## src/rtl/comparator_arbiter.sv

```systemverilog
// Round-robin arbiter sharing one unsigned 4-bit (a > b) comparator between NUM_REQ requesters.
// Optional feature macro CMP_EQ_EN adds a registered result_eq output (A == B).

module comparator_4bit (
  input  logic a0,
  input  logic a1,
  input  logic a2,
  input  logic a3,
  input  logic b0,
  input  logic b1,
  input  logic b2,
  input  logic b3,
  output logic gt
);
  assign gt = ({a3, a2, a1, a0} > {b3, b2, b1, b0});
endmodule

module comparator_arbiter #(
  parameter int NUM_REQ = 4,
  parameter int ID_W    = 2
) (
  input  logic                   clk,
  input  logic                   rst,
  input  logic [NUM_REQ-1:0]     req,
  input  logic [4*NUM_REQ-1:0]   a_in,
  input  logic [4*NUM_REQ-1:0]   b_in,
  output logic [NUM_REQ-1:0]     gnt,
  output logic                   busy,
  output logic                   done,
  output logic                   result,
  output logic [ID_W-1:0]        result_id
`ifdef CMP_EQ_EN
  ,
  output logic                   result_eq
`endif
);

  typedef enum logic [1:0] {
    IDLE    = 2'd0,
    CAPTURE = 2'd1,
    EVAL    = 2'd2,
    DONE    = 2'd3
  } state_t;

  localparam int                  CAND_W    = ID_W + 1;
  localparam logic [CAND_W-1:0]   NUM_REQ_C = CAND_W'(NUM_REQ);
  localparam logic [ID_W-1:0]     LAST_ID   = ID_W'(NUM_REQ - 1);
  localparam logic [NUM_REQ-1:0]  GNT_LSB   = {{(NUM_REQ-1){1'b0}}, 1'b1};

  state_t              state_r, state_s;
  logic [ID_W-1:0]     rr_ptr_r, rr_ptr_s;
  logic [NUM_REQ-1:0]  gnt_r, gnt_s;
  logic                busy_r, busy_s;
  logic                done_r, done_s;
  logic                result_r, result_s;
  logic [ID_W-1:0]     result_id_r, result_id_s;
  logic [3:0]          op_a_r, op_a_s;
  logic [3:0]          op_b_r, op_b_s;
  logic                gt_s;
  logic                win_found_s;
  logic [ID_W-1:0]     win_id_s;
  logic [CAND_W-1:0]   cand_s;

`ifdef CMP_EQ_EN
  logic                result_eq_r, result_eq_s;

  function automatic logic eq4(input logic [3:0] a, input logic [3:0] b);
    return &(a ~^ b);
  endfunction
`endif

  comparator_4bit u_cmp (
    .a0(op_a_r[0]), .a1(op_a_r[1]), .a2(op_a_r[2]), .a3(op_a_r[3]),
    .b0(op_b_r[0]), .b1(op_b_r[1]), .b2(op_b_r[2]), .b3(op_b_r[3]),
    .gt(gt_s)
  );

  // Winner search: first set req bit starting at rr_ptr, wrapping modulo NUM_REQ
  always_comb begin
    win_found_s = 1'b0;
    win_id_s    = {ID_W{1'b0}};
    cand_s      = {CAND_W{1'b0}};
    for (int i = 0; i < NUM_REQ; i++) begin
      cand_s = {1'b0, rr_ptr_r} + CAND_W'(i);
      if (cand_s >= NUM_REQ_C) begin
        cand_s = cand_s - NUM_REQ_C;
      end else begin
        cand_s = cand_s;
      end
      if (!win_found_s && req[cand_s[ID_W-1:0]]) begin
        win_found_s = 1'b1;
        win_id_s    = cand_s[ID_W-1:0];
      end else begin
        win_found_s = win_found_s;
      end
    end
  end

  // Next-state and next-output logic; every output is taken from a register
  always_comb begin
    state_s     = state_r;
    rr_ptr_s    = rr_ptr_r;
    gnt_s       = gnt_r;
    busy_s      = busy_r;
    done_s      = 1'b0;
    result_s    = result_r;
    result_id_s = result_id_r;
    op_a_s      = op_a_r;
    op_b_s      = op_b_r;
`ifdef CMP_EQ_EN
    result_eq_s = result_eq_r;
`endif
    case (state_r)
      IDLE: begin
        if (win_found_s) begin
          gnt_s       = GNT_LSB << win_id_s;
          result_id_s = win_id_s;
          busy_s      = 1'b1;
          state_s     = CAPTURE;
        end else begin
          state_s = IDLE;
        end
      end
      CAPTURE: begin
        op_a_s  = a_in[{result_id_r, 2'b00} +: 4];
        op_b_s  = b_in[{result_id_r, 2'b00} +: 4];
        state_s = EVAL;
      end
      EVAL: begin
        result_s = gt_s;
`ifdef CMP_EQ_EN
        result_eq_s = eq4(op_a_r, op_b_r);
`endif
        done_s  = 1'b1;
        state_s = DONE;
      end
      DONE: begin
        // Pointer moves past the requester just served so it gets lowest priority next
        if (result_id_r == LAST_ID) begin
          rr_ptr_s = {ID_W{1'b0}};
        end else begin
          rr_ptr_s = result_id_r + {{(ID_W-1){1'b0}}, 1'b1};
        end
        gnt_s   = {NUM_REQ{1'b0}};
        busy_s  = 1'b0;
        state_s = IDLE;
      end
      default: begin
        gnt_s   = {NUM_REQ{1'b0}};
        busy_s  = 1'b0;
        state_s = IDLE;
      end
    endcase
  end

  // State and output registers with synchronous reset (aborts any transaction)
  always_ff @(posedge clk) begin
    if (rst) begin
      state_r     <= IDLE;
      rr_ptr_r    <= {ID_W{1'b0}};
      gnt_r       <= {NUM_REQ{1'b0}};
      busy_r      <= 1'b0;
      done_r      <= 1'b0;
      result_r    <= 1'b0;
      result_id_r <= {ID_W{1'b0}};
      op_a_r      <= 4'h0;
      op_b_r      <= 4'h0;
`ifdef CMP_EQ_EN
      result_eq_r <= 1'b0;
`endif
    end else begin
      state_r     <= state_s;
      rr_ptr_r    <= rr_ptr_s;
      gnt_r       <= gnt_s;
      busy_r      <= busy_s;
      done_r      <= done_s;
      result_r    <= result_s;
      result_id_r <= result_id_s;
      op_a_r      <= op_a_s;
      op_b_r      <= op_b_s;
`ifdef CMP_EQ_EN
      result_eq_r <= result_eq_s;
`endif
    end
  end

  assign gnt       = gnt_r;
  assign busy      = busy_r;
  assign done      = done_r;
  assign result    = result_r;
  assign result_id = result_id_r;
`ifdef CMP_EQ_EN
  assign result_eq = result_eq_r;
`endif

endmodule

```

## config.mk

```make
export PLATFORM = sky130hd
export DESIGN_NAME = comparator_arbiter
export DESIGN_NICKNAME = d
export VERILOG_FILES = /design/src/rtl/comparator_arbiter.sv
export SDC_FILE = /design/constraint.sdc
export NUM_CORES = 1
export LEC_CHECK = 0
export CORE_MARGIN = 2
export CORE_UTILIZATION = 43
export DETAILED_ROUTE_END_ITERATION = 7
export PLACE_DENSITY = 0.79
export REMOVE_ABC_BUFFERS = 1
export SLEW_MARGIN = 20
export SYNTH_ARGS = -nofsm -noshare
export SYNTH_HDL_FRONTEND = slang
export SYNTH_SLANG_ARGS = --single-unit
```

## constraint.sdc

```tcl
create_clock -name clk -period 1.7 [get_ports clk]
set_clock_uncertainty 0.05 [all_clocks]
set_input_delay 0.255 -clock clk [delete_from_list [all_inputs] [get_ports clk]]
set_output_delay 0.255 -clock clk [all_outputs]
set_load 0.03 [all_outputs]
```

# Word-level counts from Yosys, hierarchy flattened
# Index checks and enable logic that the tools add are counted.
[totals]
wordCells = 72
in_bits = 38
ff_bits = 21
output_inout_bits = 9
[op_classes]
n_reduce_logical = 10
n_addsub = 8
n_eq_ne = 5
n_lt_le_gt_ge = 9
n_shift = 3
mux = 28
[ops]
columns = ["op", "n"]
rows = [
  ["variable part select 16 x 5 -> 4 bit", 2],
  ["2-to-1 mux 2 bit", 9],
  ["less-than comparator 2 x 3 -> 1 bit, second input constant", 4],
  ["2-to-1 mux 1 bit", 11],
  ["greater-or-equal comparator 3 bit, second input constant", 3],
  ["binary-select mux 1 bit (select 2 bit)", 4],
  ["case mux 2 bit (4 select lines)", 1],
  ["case mux 4 bit (2 select lines)", 1],
  ["subtractor 2 x 1 -> 2 bit, second input constant", 4],
  ["adder 2 x 2 -> 3 bit, second input constant", 2],
  ["equality test 2 bit, second input constant", 3],
  ["greater-than comparator 4 bit", 1],
  ["2-to-1 mux 4 bit", 1],
  ["AND reduction 2 bit", 2],
  ["left shift 1 x 2 -> 4 bit, first input constant", 1],
  ["adder 2 x 1 -> 3 bit, second input constant", 1],
  ["greater-or-equal comparator 2 x 3 -> 1 bit, second input constant", 1],
  ["logical AND 1 bit", 3],
  ["logical NOT 1 bit", 3],
  ["adder 2 x 1 -> 2 bit, second input constant", 1],
  ["equality test 2 x 1 -> 1 bit, second input constant", 1],
  ["logical NOT 2 bit", 1],
  ["inequality test 2 bit, second input constant", 1],
  ["case mux 1 bit (2 select lines)", 1],
  ["nonzero test 2 bit", 1],
]

# Logic depth before layout (Yosys ltp)
[depth]
depth_word = 17
depth_mapped = 6
ltp_nobuf = 6

# Cells and area by module
# A second synthesis with hierarchy kept.
[unflattened]
cells_unflattened = 121
hier_area_um2 = 1224.9
[modules_own_cells]
columns = ["module", "instances", "area_each_um2", "cells_each", "seq_area_each_um2"]
rows = [
  ["comparator_arbiter", 1, 1126.1, 108, 420.4],
  ["comparator_4bit", 1, 98.8, 13, 0.0],
]

# Least setup slack after synthesis
# No wires, ideal clock.
[synth_path]
path_kind = "reg2reg"
startpoint = "register result_id_r[0] (netlist: result_id[0])"
endpoint = "register op_a_r[0]"
arrival_time_ns = 1.524
n_path_buf = 1
synth_period_minus_slack_ns = 1.701
path_slack_ns = -0.001
setup_ns = 0.128
stages_incl_launch_ff = 5
required_ns = 1.522
path_cell_list = "dfxtp_1 buf_2 mux4_2 mux2i_1 nor2_1"
[synth_via]
elab_chain_cells = 1
[synth_rtl]
columns = ["element", "line", "rtl"]
rows = [
  ["start: declaration", "56", "logic [ID_W-1:0] result_id_r, result_id_s;"],
  ["start signal: assignment", "165", "result_id_r <= {ID_W{1'b0}};"],
  ["start signal: assignment", "178", "result_id_r <= result_id_s;"],
  ["variable part select 16 x 5 -> 4 bit", "125", "op_a_s = a_in[{result_id_r, 2'b00} +: 4];"],
  ["end signal: assignment", "179", "op_a_r <= op_a_s;"],
  ["end: declaration", "57", "logic [3:0] op_a_r, op_a_s;"],
]
# Every way passes these cells.
# A chain may end at the register's enable or synchronous reset.

# Worst setup path in the final report
[layout_path]
startpoint = "register gnt_r[1] (netlist: gnt[1])"
endpoint = "output gnt[1]"
[layout_rtl]
columns = ["element", "line", "rtl"]
rows = [
  ["start: declaration", "52", "logic [NUM_REQ-1:0] gnt_r, gnt_s;"],
  ["start signal: assignment", "161", "gnt_r <= {NUM_REQ{1'b0}};"],
  ["start signal: assignment", "174", "gnt_r <= gnt_s;"],
  ["end: declaration", "27", "output logic [NUM_REQ-1:0] gnt,"],
]
# No word-level cell between the ends.

==> results.ini <==
[run_status]
status = completed

[timing]
hold_viol_final = 0
fin_crit_sh = 0.973
maxSlewViolCount = 0
rsz0062_at_grt = false
hold_ws_ns = 0.436
period_minus_slack_ns = 1.65
setup_slack_ns = 0.0466
tightest_slew_ns = 0.477
setup_tns_ns = 0
fmax_mhz = 605
slew_headroom = 0.682
finalSetupViolations = 0

[final_layout]
area_delta_synth_final_pct = 47.1
final_area_um2 = 1790
final_cells = 202
drive_above_1_share = 0.158
diodes = 0
finish.utilization = 0.655
num-nets-final = 219

[worst_hold_path]
hp-class = reg2reg
min_delay_path_depth = 1

[critical_path]
worst-setup-path-type = reg2out
crit_required_ns = 1.39
cp.depth = 1
critPathTopFamily = buffers and inverters
endpoint_kind = primary output
critical_path_peak_fanout = 2
arrival_ns = 1.35
path_cells = clkdlybuf4s50_1
slowest_delay_ns = 0.68
crit_path_top_delay_cell = clkdlybuf4s50_1
start_kind = flip-flop
rr_worst_depth = 4
path_buf_inv = 1

[flow_run]
cap_violations = 0

[yosys]
async_reset_ff_frac = 0
synth_area_leaders = dfxtp_1 (35%), mux4_2 (15%), ha_1 (9.2%)
yosysMostFrequentCell = dfxtp_1
avgSynthCellArea_um2 = 10.4
synth_seq_area_share = 0.345
yosys_most_used_dff = dfxtp_1
synth_top_area_share = 0.345
synth_top_cell_by_area = dfxtp_1
ys_top_cells_by_count = dfxtp_1 (21), nor2_1 (15), mux2i_1 (11)
synth_edf_count = 0
netlist_instances = 117
ys_ff_latch = 21
ys_warn_count = 0
synth_cell_types = 31
netlist_area_um2 = 1220

[power_and_ir_drop]
ir_worst_vdd_mv = 0.879
combPwrFrac = 0.497
seq_power_share = 0.370
switching_share = 0.354
p_clk_frac = 0.133
net-switching-power_mw = 0.622
p_leak_nw = 0.679
power.internal_mw = 1.14
power.density_nw_per_um2 = 982
power.total_mw = 1.76

[grt]
gr-total-overflow = 0
grt_pass1_wl_um = 4760
grtUsageTotal = 0.186
grt_max_degree = 14
grt_antenna_before_repair = 0
grt_pass1_vias = 1156

[die]
die_y_um = 57.2
fp.coreArea_um2 = 2730
rows = 19
ios = 47
die_w_um = 57.2
die_area_um2 = 3270
start_util = 0.445

[cts]
cts_buffer_depth = 2
cts_hold_buf = 0
clk_latency_ns = 0.30
clk_pin_slew_worst_paths_ns = 0.12
clock_sinks = 21
cts_setup_buffers = 0
htreeDepth = 1
cts_tree = built
cts_resized = 0
cts_buffers = 3
root_buffer = clkbuf_4

[drt]
drtIter0Drc = 18
vias_per_cell = 5.39
dr.pass1.iters = 4
num_vias = 1088
drc_errors = 0
wl_per_cell_um = 14.1
ant_nets = 0
drt_wl_total_um = 2850

[place]
port_buffers = 46
hpwl_um = 2390
place_ws_ns = -0.102
gp_congestion = 0.750
dp.cells = 198
placedInstanceArea_um2 = 1760

## area by class of cell
cell class | count | area, µm²
Fill cell | 245 | 943
Multi-Input combinational cell | 82 | 742
Timing Repair Buffer | 56 | 533
Sequential cell | 21 | 420
Tap cell | 31 | 38.8
Inverter | 8 | 30.0
Clock buffer | 4 | 26.3
## logic make-up after synthesis
logic type / Yosys count / synth area share
AO/OA/AOI/OAI: 20 / 0.118
adder cells (fa/ha/maj): 9 / 0.0925
buffers and inverters: 14 / 0.0452
flip-flops: 21 / 0.345
multiplexers: 19 / 0.238
AND/OR/NAND/NOR: 34 / 0.160
## final timing paths
kind	startpoint	endpoint	slack [ns]
worst max-delay path	gnt[1]$_SDFFE_PP0P_	gnt[1]	0.05
worst min-delay path	gnt[0]$_SDFFE_PP0P_	gnt[0]$_SDFFE_PP0P_	0.44
worst max register to register	rr_ptr_r[1]$_SDFFE_PP0P_	gnt[0]$_SDFFE_PP0P_	0.16
worst min register to register	gnt[0]$_SDFFE_PP0P_	gnt[0]$_SDFFE_PP0P_	0.44
## flip-flops by register name (all words and copies together) (netlist names)
| name | count |
|---|---|
| op_b_r | 4 |
| op_a_r | 4 |
| gnt | 4 |
| done | 1 |
| result_id | 2 |
| result | 1 |
| rr_ptr_r | 2 |
| busy | 1 |
| state_r | 2 |
## cell usage in the layout (no fill, tap or decap), types with 3 or more instances in the layout
| cell type | synthesis | routed |
|---|---|---|
| mux4_2 | 8 | 8 |
| dfxtp_1 | 21 | 21 |
| ha_1 | 9 | 9 |
| a32o_1 | 4 | 4 |
| clkdlybuf4s50_1 | 0 | 45 |
| nor2b_1 | 3 | 3 |
| mux2i_1 | 11 | 11 |
| buf_4 | 0 | 11 |
| nand2b_1 | 3 | 3 |
| inv_1 | 8 | 8 |
| clkbuf_4 | 0 | 3 |
| nor2_1 | 15 | 15 |
| a21oi_1 | 7 | 7 |
## per-layer routing
| layer | track usage | wire [µm] | up-vias |
|---|---|---|---|
| met5 | 0 | 0 | - |
| met4 | 0.0299 | 0 | 0 |
| met3 | 0.0476 | 226 | 0 |
| met2 | 0.355 | 1510 | 39 |
| met1 | 0.210 | 1120 | 515 |
| li1 | - | - | 534 |
## power groups by stage
stage,registers [mW],logic [mW],clock network (mW)
floorplan,0.750,0.466,0
global placement,0.656,0.855,0
detailed placement,0.662,0.885,0
CTS,0.651,0.886,0.243
global route,0.661,0.974,0.264
finish,0.651,0.874,0.233
(Power assumes the default switching activity.)
